===== src/rtl/entity_renderer.sv =====
// VGA renderer for the game entities: generates 640x480@60 timing, latches all entity
// positions once per frame during vblank and rasterises them through a 3-stage pipeline.
module entity_renderer #(
  parameter int          NAVE_W      = 45,
  parameter int          NAVE_H      = 20,
  parameter int          INIM_W      = 30,
  parameter int          INIM_H      = 20,
  parameter logic [23:0] COR_FUNDO   = 24'h000000,
  parameter logic [23:0] COR_NAVE    = 24'h00FF00,
  parameter logic [23:0] COR_INIM    = 24'hFF00FF,
  parameter logic [23:0] COR_BALIADA = 24'hFFFFFF,
  parameter logic [23:0] COR_BINIM   = 24'hFF0000,
  parameter int          H_ACTIVE    = 640,
  parameter int          H_FP        = 16,
  parameter int          H_SYNC      = 96,
  parameter int          H_BP        = 48,
  parameter int          V_ACTIVE    = 480,
  parameter int          V_FP        = 10,
  parameter int          V_SYNC      = 2,
  parameter int          V_BP        = 33
) (
  input  logic        CLOCK_50,
  input  logic        reset,
  input  logic [9:0]  x_bola_aliada,
  input  logic [9:0]  y_bola_aliada,
  input  logic [9:0]  raio_bola_aliada,
  input  logic [9:0]  x_bola_inimiga,
  input  logic [9:0]  y_bola_inimiga,
  input  logic [9:0]  raio_bola_inimiga,
  input  logic [9:0]  x_nave,
  input  logic [9:0]  y_nave,
  input  logic [49:0] inimigo_x,
  input  logic [49:0] inimigo_y,
  input  logic [0:4]  inimigo_vivo_array,
  output logic        VGA_CLK,
  output logic        VGA_HS,
  output logic        VGA_VS,
  output logic        VGA_BLANK_N,
  output logic        VGA_SYNC_N,
  output logic [7:0]  VGA_R,
  output logic [7:0]  VGA_G,
  output logic [7:0]  VGA_B,
  output logic        frame_start
);

  localparam int         H_TOTAL = H_ACTIVE + H_FP + H_SYNC + H_BP;
  localparam int         V_TOTAL = V_ACTIVE + V_FP + V_SYNC + V_BP;
  localparam logic [9:0] H_LAST  = 10'(H_TOTAL - 1);
  localparam logic [9:0] V_LAST  = 10'(V_TOTAL - 1);
  localparam logic [9:0] H_ACT   = 10'(H_ACTIVE);
  localparam logic [9:0] V_ACT   = 10'(V_ACTIVE);
  localparam logic [9:0] HS_BEG  = 10'(H_ACTIVE + H_FP);
  localparam logic [9:0] HS_END  = 10'(H_ACTIVE + H_FP + H_SYNC);
  localparam logic [9:0] VS_BEG  = 10'(V_ACTIVE + V_FP);
  localparam logic [9:0] VS_END  = 10'(V_ACTIVE + V_FP + V_SYNC);

  // Extent sums use 11 bits so objects hanging past column 1023 never wrap to column 0.
  function automatic logic inSpan(input logic [9:0] p, input logic [9:0] o, input logic [10:0] len);
    return ({1'b0, p} >= {1'b0, o}) && ({1'b0, p} <= ({1'b0, o} + len - 11'd1));
  endfunction

  function automatic logic signed [10:0] delta(input logic [9:0] p, input logic [9:0] c);
    return $signed({1'b0, p}) - $signed({1'b0, c});
  endfunction

  function automatic logic [19:0] square(input logic signed [10:0] d);
    logic [9:0] a;
    a = d[10] ? 10'(-d) : d[9:0];
    return 20'(a) * 20'(a);
  endfunction

  logic       r_pixEn;
  logic [9:0] r_hcnt;
  logic [9:0] r_vcnt;
  logic       w_snap;

  assign w_snap      = r_pixEn && (r_hcnt == 10'd0) && (r_vcnt == V_ACT);
  assign frame_start = w_snap;
  assign VGA_CLK     = r_pixEn;
  assign VGA_SYNC_N  = 1'b0;

  always_ff @(posedge CLOCK_50 or posedge reset) begin
    if (reset) begin
      r_pixEn <= 1'b0;
      r_hcnt  <= '0;
      r_vcnt  <= '0;
    end else begin
      r_pixEn <= ~r_pixEn;
      if (r_pixEn) begin
        if (r_hcnt == H_LAST) begin
          r_hcnt <= '0;
          r_vcnt <= (r_vcnt == V_LAST) ? '0 : r_vcnt + 10'd1;
        end else begin
          r_hcnt <= r_hcnt + 10'd1;
        end
      end
    end
  end

  logic [9:0]  r_xA, r_yA, r_rA, r_xE, r_yE, r_rE, r_xN, r_yN;
  logic [49:0] r_xI, r_yI;
  logic [0:4]  r_vivo;

  // Shadow copies: the whole frame is drawn from one consistent set of positions.
  always_ff @(posedge CLOCK_50 or posedge reset) begin
    if (reset) begin
      r_xA   <= '0;
      r_yA   <= '0;
      r_rA   <= '0;
      r_xE   <= '0;
      r_yE   <= '0;
      r_rE   <= '0;
      r_xN   <= '0;
      r_yN   <= '0;
      r_xI   <= '0;
      r_yI   <= '0;
      r_vivo <= '0;
    end else if (w_snap) begin
      r_xA   <= x_bola_aliada;
      r_yA   <= y_bola_aliada;
      r_rA   <= raio_bola_aliada;
      r_xE   <= x_bola_inimiga;
      r_yE   <= y_bola_inimiga;
      r_rE   <= raio_bola_inimiga;
      r_xN   <= x_nave;
      r_yN   <= y_nave;
      r_xI   <= inimigo_x;
      r_yI   <= inimigo_y;
      r_vivo <= inimigo_vivo_array;
    end
  end

  logic signed [10:0] r1_dxA, r1_dyA, r1_dxE, r1_dyE;
  logic               r1_nxOk, r1_nyOk;
  logic [4:0]         r1_ixOk, r1_iyOk;
  logic               r1_act, r1_hs, r1_vs;

  always_ff @(posedge CLOCK_50 or posedge reset) begin
    if (reset) begin
      r1_dxA  <= '0;
      r1_dyA  <= '0;
      r1_dxE  <= '0;
      r1_dyE  <= '0;
      r1_nxOk <= 1'b0;
      r1_nyOk <= 1'b0;
      r1_ixOk <= '0;
      r1_iyOk <= '0;
      r1_act  <= 1'b0;
      r1_hs   <= 1'b1;
      r1_vs   <= 1'b1;
    end else if (r_pixEn) begin
      r1_dxA  <= delta(r_hcnt, r_xA);
      r1_dyA  <= delta(r_vcnt, r_yA);
      r1_dxE  <= delta(r_hcnt, r_xE);
      r1_dyE  <= delta(r_vcnt, r_yE);
      r1_nxOk <= inSpan(r_hcnt, r_xN, 11'(NAVE_W));
      r1_nyOk <= inSpan(r_vcnt, r_yN, 11'(NAVE_H));
      for (int i = 0; i < 5; i++) begin
        r1_ixOk[i] <= r_vivo[i] && inSpan(r_hcnt, r_xI[10*i +: 10], 11'(INIM_W));
        r1_iyOk[i] <= inSpan(r_vcnt, r_yI[10*i +: 10], 11'(INIM_H));
      end
      r1_act  <= (r_hcnt < H_ACT) && (r_vcnt < V_ACT);
      r1_hs   <= !((r_hcnt >= HS_BEG) && (r_hcnt < HS_END));
      r1_vs   <= !((r_vcnt >= VS_BEG) && (r_vcnt < VS_END));
    end
  end

  logic [20:0] w_distA, w_distE;
  logic [19:0] w_r2A, w_r2E;

  assign w_distA = 21'(square(r1_dxA)) + 21'(square(r1_dyA));
  assign w_distE = 21'(square(r1_dxE)) + 21'(square(r1_dyE));
  assign w_r2A   = 20'(r_rA) * 20'(r_rA);
  assign w_r2E   = 20'(r_rE) * 20'(r_rE);

  logic       r2_hitA, r2_hitE, r2_hitN;
  logic [4:0] r2_hitI;
  logic       r2_act, r2_hs, r2_vs;

  always_ff @(posedge CLOCK_50 or posedge reset) begin
    if (reset) begin
      r2_hitA <= 1'b0;
      r2_hitE <= 1'b0;
      r2_hitN <= 1'b0;
      r2_hitI <= '0;
      r2_act  <= 1'b0;
      r2_hs   <= 1'b1;
      r2_vs   <= 1'b1;
    end else if (r_pixEn) begin
      r2_hitA <= (w_distA <= {1'b0, w_r2A});
      r2_hitE <= (w_distE <= {1'b0, w_r2E});
      r2_hitN <= r1_nxOk && r1_nyOk;
      r2_hitI <= r1_ixOk & r1_iyOk;
      r2_act  <= r1_act;
      r2_hs   <= r1_hs;
      r2_vs   <= r1_vs;
    end
  end

  logic [23:0] w_color;

  always_comb begin
    w_color = COR_FUNDO;
    if (r2_hitA)        w_color = COR_BALIADA;
    else if (r2_hitE)   w_color = COR_BINIM;
    else if (r2_hitN)   w_color = COR_NAVE;
    else if (|r2_hitI)  w_color = COR_INIM;
  end

  always_ff @(posedge CLOCK_50 or posedge reset) begin
    if (reset) begin
      VGA_HS      <= 1'b1;
      VGA_VS      <= 1'b1;
      VGA_BLANK_N <= 1'b0;
      VGA_R       <= '0;
      VGA_G       <= '0;
      VGA_B       <= '0;
    end else if (r_pixEn) begin
      VGA_HS               <= r2_hs;
      VGA_VS               <= r2_vs;
      VGA_BLANK_N          <= r2_act;
      {VGA_R, VGA_G, VGA_B} <= r2_act ? w_color : 24'h000000;
    end
  end

endmodule


===== config.mk =====
export PLATFORM = sky130hd
export DESIGN_NAME = entity_renderer
export DESIGN_NICKNAME = d
export VERILOG_FILES = /design/src/rtl/entity_renderer.sv
export SDC_FILE = /design/constraint.sdc
export NUM_CORES = 2
export LEC_CHECK = 0
export BUFFER_PORTS_ARGS = -buffer_cell sky130_fd_sc_hd__buf_2
export CORE_UTILIZATION = 55
export DETAILED_ROUTE_END_ITERATION = 10
export GPL_ROUTABILITY_DRIVEN = 0
export GPL_TIMING_DRIVEN = 1
export MAX_ROUTING_LAYER = met4
export PLACE_DENSITY = 0.82
export SLEW_MARGIN = 5
export SYNTH_ARGS = -nofsm -noshare
export SYNTH_HDL_FRONTEND = slang
export SYNTH_SLANG_ARGS = --single-unit

===== constraint.sdc =====
create_clock -name CLOCK_50 -period 10.23 [get_ports CLOCK_50]
set_input_delay 0 -clock CLOCK_50 [delete_from_list [all_inputs] [get_ports CLOCK_50]]
set_output_delay 0 -clock CLOCK_50 [all_outputs]
set_load 0.02 [all_outputs]

After elaboration in Yosys (flattened, before gate mapping):

Cells that the tools add are included.
Widths: inputs -> output; s select.

* bits in registers: 303
* bits of input ports: 187
* word-level logic and storage cells: 156

* add/subtract/negate cells: 36
* multiply operators: 6
* magnitude comparators: 32
* equal/unequal tests: 3
* mux-type cells: 11
* bitwise operators: 2
* reductions and logical operators: 28

Operators by type and width (count)
* $le 10x11->1: 12
* $sub 11x1->11 const B: 12
* $add 10x5->11 const B: 11
* $ge 10x10->1: 12
* $mul 10x10->20: 6
* $mux 24: 5
* $mux 10: 6
* $sub 10x10->11: 4
* $add 20x20->21: 2
* $le 21x20->1: 2
* $neg 10->10: 4
* $logic_and 1x1->1: 23
* $add 10x1->10 const B: 2
* $eq 10x10->1 const B: 2
* $lt 10x10->1 const B: 2
* $lt 10x9->1 const B: 2
* $add 10x6->11 const B: 1
* $eq 10x9->1 const B: 1
* $ge 10x10->1 const B: 1
* $ge 10x9->1 const B: 1
* $logic_not 10->1: 1
* $and 5x5->5: 1
* $reduce_or 5->1: 1
* $logic_not 1->1: 2
* 2 further kinds: 2

Logic depth before layout (Yosys ltp):

* word-level depth: 6
* gate-level depth with buffers: 36
* depth with buffers taken out: 36

Worst setup path before layout:

OpenSTA, ideal clock, no wires.

* kind: reg-to-reg
* start: register r1_dxE[3]
* end: register r2_hitE
* library setup time: 0.064 ns
* data arrival time: 8.376 ns
* data required time: 10.166 ns
* path slack: 1.789 ns
* stages on the path, launching flop included: 31
* buffers on the path: 1
* clock period less this slack: 8.441 ns
* path through: dfrtp_1 > buf_6 > or4_4 > or2_1 > o31a_4 > xor2_1 > nand2_1 > fa_1 > fa_1 > inv_1 > fa_1 > fa_1 > fa_1 > fa_1 > inv_1 > fa_1 > inv_1 > ha_1 > nand3_1 > nand2_1 > o41a_1 > a21o_1 > a21oi_1 > xnor2_1 > ha_1 > a21o_1 > a21o_1 > a221o_1 > a221oi_1 > a31o_2 > a31o_2

* word-level cells in the longest chain between the ends: 5

RTL lines
* from (decl): RTL line 133 `logic signed [10:0] r1_dxA, r1_dyA, r1_dxE, r1_dyE;`
* from (signal assigned): RTL line 154 `r1_dxE <= delta(r_hcnt, r_xE);`
* $neg 10->10: RTL line 68 `a = d[10] ? 10'(-d) : d[9:0];`
* $mux 10 (*): RTL line 68
* $mul 10x10->20 (*): RTL line 69 `return 20'(a) * 20'(a);`
* $add 20x20->21 (*): RTL line 172 `assign w_distE = 21'(square(r1_dxE)) + 21'(square(r1_dyE));`
* $le 21x20->1 (*): RTL line 191 `r2_hitE <= (w_distE <= {1'b0, w_r2E});`
* to (signal assigned): RTL line 191
* to (decl): RTL line 176 `logic r2_hitA, r2_hitE, r2_hitN;`

Mark *: on every way between the ends. The rest lies on a longest branch, timed or not.
A chain may end at the register's enable or synchronous reset.

Final worst setup path:

* start: register r1_dyA[0]
* end: register r2_hitA

* word-level cells in the longest chain between the ends: 5

RTL lines
* from (decl): RTL line 133
* from (signal assigned): RTL line 153 `r1_dyA <= delta(r_vcnt, r_yA);`
* $neg 10->10: RTL line 68
* $mux 10 (*): RTL line 68
* $mul 10x10->20 (*): RTL line 69
* $add 20x20->21 (*): RTL line 171 `assign w_distA = 21'(square(r1_dxA)) + 21'(square(r1_dyA));`
* $le 21x20->1 (*): RTL line 190 `r2_hitA <= (w_distA <= {1'b0, w_r2A});`
* to (signal assigned): RTL line 190
* to (decl): RTL line 176

Marks and branches as above.

==> metrics.cfg <==
[status]
status=completed

[pwr]
internal_power_uw=1960
power_frac_comb=0.050
pwr-share-seq=0.431
power_density_nw_per_um2=61.5
p_clk_frac=0.519
leakage_uw=0.0221
p_sw_frac=0.244
p_switching_uw=631
peakVddDrop_v=0.000116

[floorplanning]
pin_count=217
fp.dieH_um=262
die_area_um2=68600
rows=94
initial_core_util=0.560
fp.coreArea_um2=66300
die_w_um=262

[logic_synthesis]
synth_cells=4105
ys_ff_latch=282
synth_common_cells=697 x inv_1, 603 x ha_1, 405 x nand2_1
yosysTopAreaCellShare=0.203
postSynthAreaPerCell_um2=9.05
yosys_warnings=0
netlist_top_cells_area=ha_1 20%, fa_1 19%, dfrtp_1 19%
yosysUniqueCellTypes=84
synth_most_common_cell=inv_1
synth-edff-count=0
synth_fp_nets=5255
synth_area_um2=37100
yosys_most_used_dff=dfrtp_1
synthArstFlopShare=1.00
ys_seq_area_frac=0.190
yosys.area.top_type=ha_1

[global_routing]
gr-usage-met3=0.0554
grt_pass1_wl_mm=159
met1_usage=0.361
grt_max_degree=191
gr-total-overflow=0
grt_use_total=0.303
grt_antenna_before_repair=7
gr-usage-met2=0.490
busiest_layer=met2
grt_pass1_vias=31870

[critical_path]
critPathKind=reg -> reg
critical-path-slowest-cell=fa_1
path_common_cell=fa_1
critPathMaxStageDelay_ns=0.55
cp-start-kind=flip-flop
worstSetupEndpointType=flip-flop
critPathTopFamily=adder cells
critPathArrivalTime_ns=9.65
crit_path_max_fanout=9
required_ns=10.73
cp_num_buf_inv=7

[sta]
fmax_mhz=109
rsz0062_at_grt=no
max-slew-margin-rel=0.264
setup_viol=0
fin_crit_ns=9.15
post-route-period-util=0.894
finalClockSkew_ns=0.0396
setup_tns_ns=0
setup_ws_ns=1.08
worst_pin_slew_ns=1.10
drv_slew=0
hold_viol_final=0

[clock_tree]
clk_pin_slew_ns=0.07
htree_levels=2
cts_root_buf=clkbuf_16
clkLatencyLatePin_ns=0.58
clockBufferDepth=3
cts_sinks=282
cts_buffers=38
cts_tree=done
cts_setup_buffers=0

[finish]
area_growth_pct=13.4
fin_nets=5618
drive_above_1_share=0.0867
fin_area_um2=42100

[placement]
hpwlAfterDp_mm=70.6
numPortBuffers=215
placed_area_um2=39000
post-place-ws_ns=1.20

[route]
drt_pass1_iterations=5
num_vias=31027
detail_route.iter0.violations=2234
wl_per_cell_um=18.4
drc=0
drt-total-wl_mm=99.0
drt.antenna.violating_nets=0
vias_per_cell=5.78

[flow_run]
maxCapViolCount=0

[min_path]
hold_path_class=in -> async

[tightest hold or removal path, cell delays in order]
cell           delay [ns]
dlygate4sd3_1        0.53
buf_2                0.15
inv_8                0.54
[per-stage QoR]
step / power [µW] / std cells / utilization / hold slack [ns]
4_1_cts: 2600 / 5361 / 0.634 / 0.129
5_1_grt: 2650 / 5369 / 0.635 / 0.193
6_report: 2590 / 5370 / 0.635 / 0.132
3_5_place_dp: 1200 / 5106 / 0.588 / 0.207
2_1_floorplan: 1150 / 4105 / - / 0.117
3_3_place_gp: 1200 / 5106 / 0.588 / 0.202
[registers in the layout, indices dropped and copies added, names as in the netlist, 11 cells and up]
name / count
r1_dxA: 11
r_xI: 50
r1_dyA: 11
r1_dyE: 11
r_yI: 50
r1_dxE: 11
[power by group through the flow]
| stage | Sequential [µW] | Combinational [µW] | Clock (µW) |
|---|---|---|---|
| after floorplan | 1140 | 17.5 | 0 |
| after global placement | 1140 | 67.0 | 0 |
| after detailed placement | 1140 | 67.3 | 0 |
| after CTS | 1120 | 122 | 1360 |
| after global routing | 1120 | 138 | 1400 |
| final | 1120 | 129 | 1340 |
[final cells by class]
type	count	area, µm²
diodes	9	22.5
clock buffers	51	1030
clock inverters	18	198
fillers	5105	24200
inverters	707	2670
multi-input cells	3013	26900
flip-flops and latches	282	7070
well taps	864	1080
repair buffers	426	3140
[placed cells by master, fill, tap and decap left out, drive strengths merged, types with 32 or more instances in the layout]
| cell type | synthesis | layout |
|---|---|---|
| ha | 603 | 603 |
| nand2 | 406 | 406 |
| xnor2 | 180 | 180 |
| o21a | 72 | 72 |
| and2 | 62 | 62 |
| nor2 | 207 | 207 |
| a21o | 54 | 54 |
| dlygate4sd3 | 0 | 186 |
| fa | 360 | 360 |
| nor2b | 38 | 38 |
| xor2 | 68 | 68 |
| nand2b | 48 | 48 |
| a211oi | 32 | 32 |
| nor3 | 81 | 81 |
| nand4 | 38 | 38 |
| buf | 54 | 240 |
| clkbuf | 49 | 51 |
| nand3 | 34 | 34 |
| inv | 701 | 703 |
| mux2 | 40 | 40 |
| o21ai | 315 | 315 |
| a21oi | 123 | 123 |
| dfrtp | 276 | 276 |
[routing by layer]
metal | share of wire | vias to the layer above
li1 | - | 14320
met1 | 0.40 | 15025
met2 | 0.47 | 1278
met3 | 0.076 | 404
met4 | 0.055 | 0
met5 | 0 | -
[repair_timing]
action	in CTS	in global routing
hold buffers	186	0
resized for setup	0	0
hold endpoints to repair	295	0
[worst paths after layout]
check,start,endpoint,slack (ns),cells past startpoint
min in group CLOCK_50,inimigo_y[44],r_yI[44],0.17,4
worst max register to register,r1_dyA[0],r2_hitA,1.08,31
max in group asynchronous,reset,r_yI[3],7.95,5
worst min register to register,r1_hs,r1_hs,0.49,2
worst min-delay path,reset,r_xI[17],0.13,3
worst max-delay path,r1_dyA[0],r2_hitA,1.08,31
[kinds of logic after synthesis]
family / synth area share
compound gates: 0.131
xor+xnor: 0.0594
buf+inv: 0.0855
flops: 0.190
fa+ha+maj: 0.397
mux: 0.0121
simple gates: 0.124
other cells: 0.000101
No activity file was read; power rests on OpenSTA's default activity.
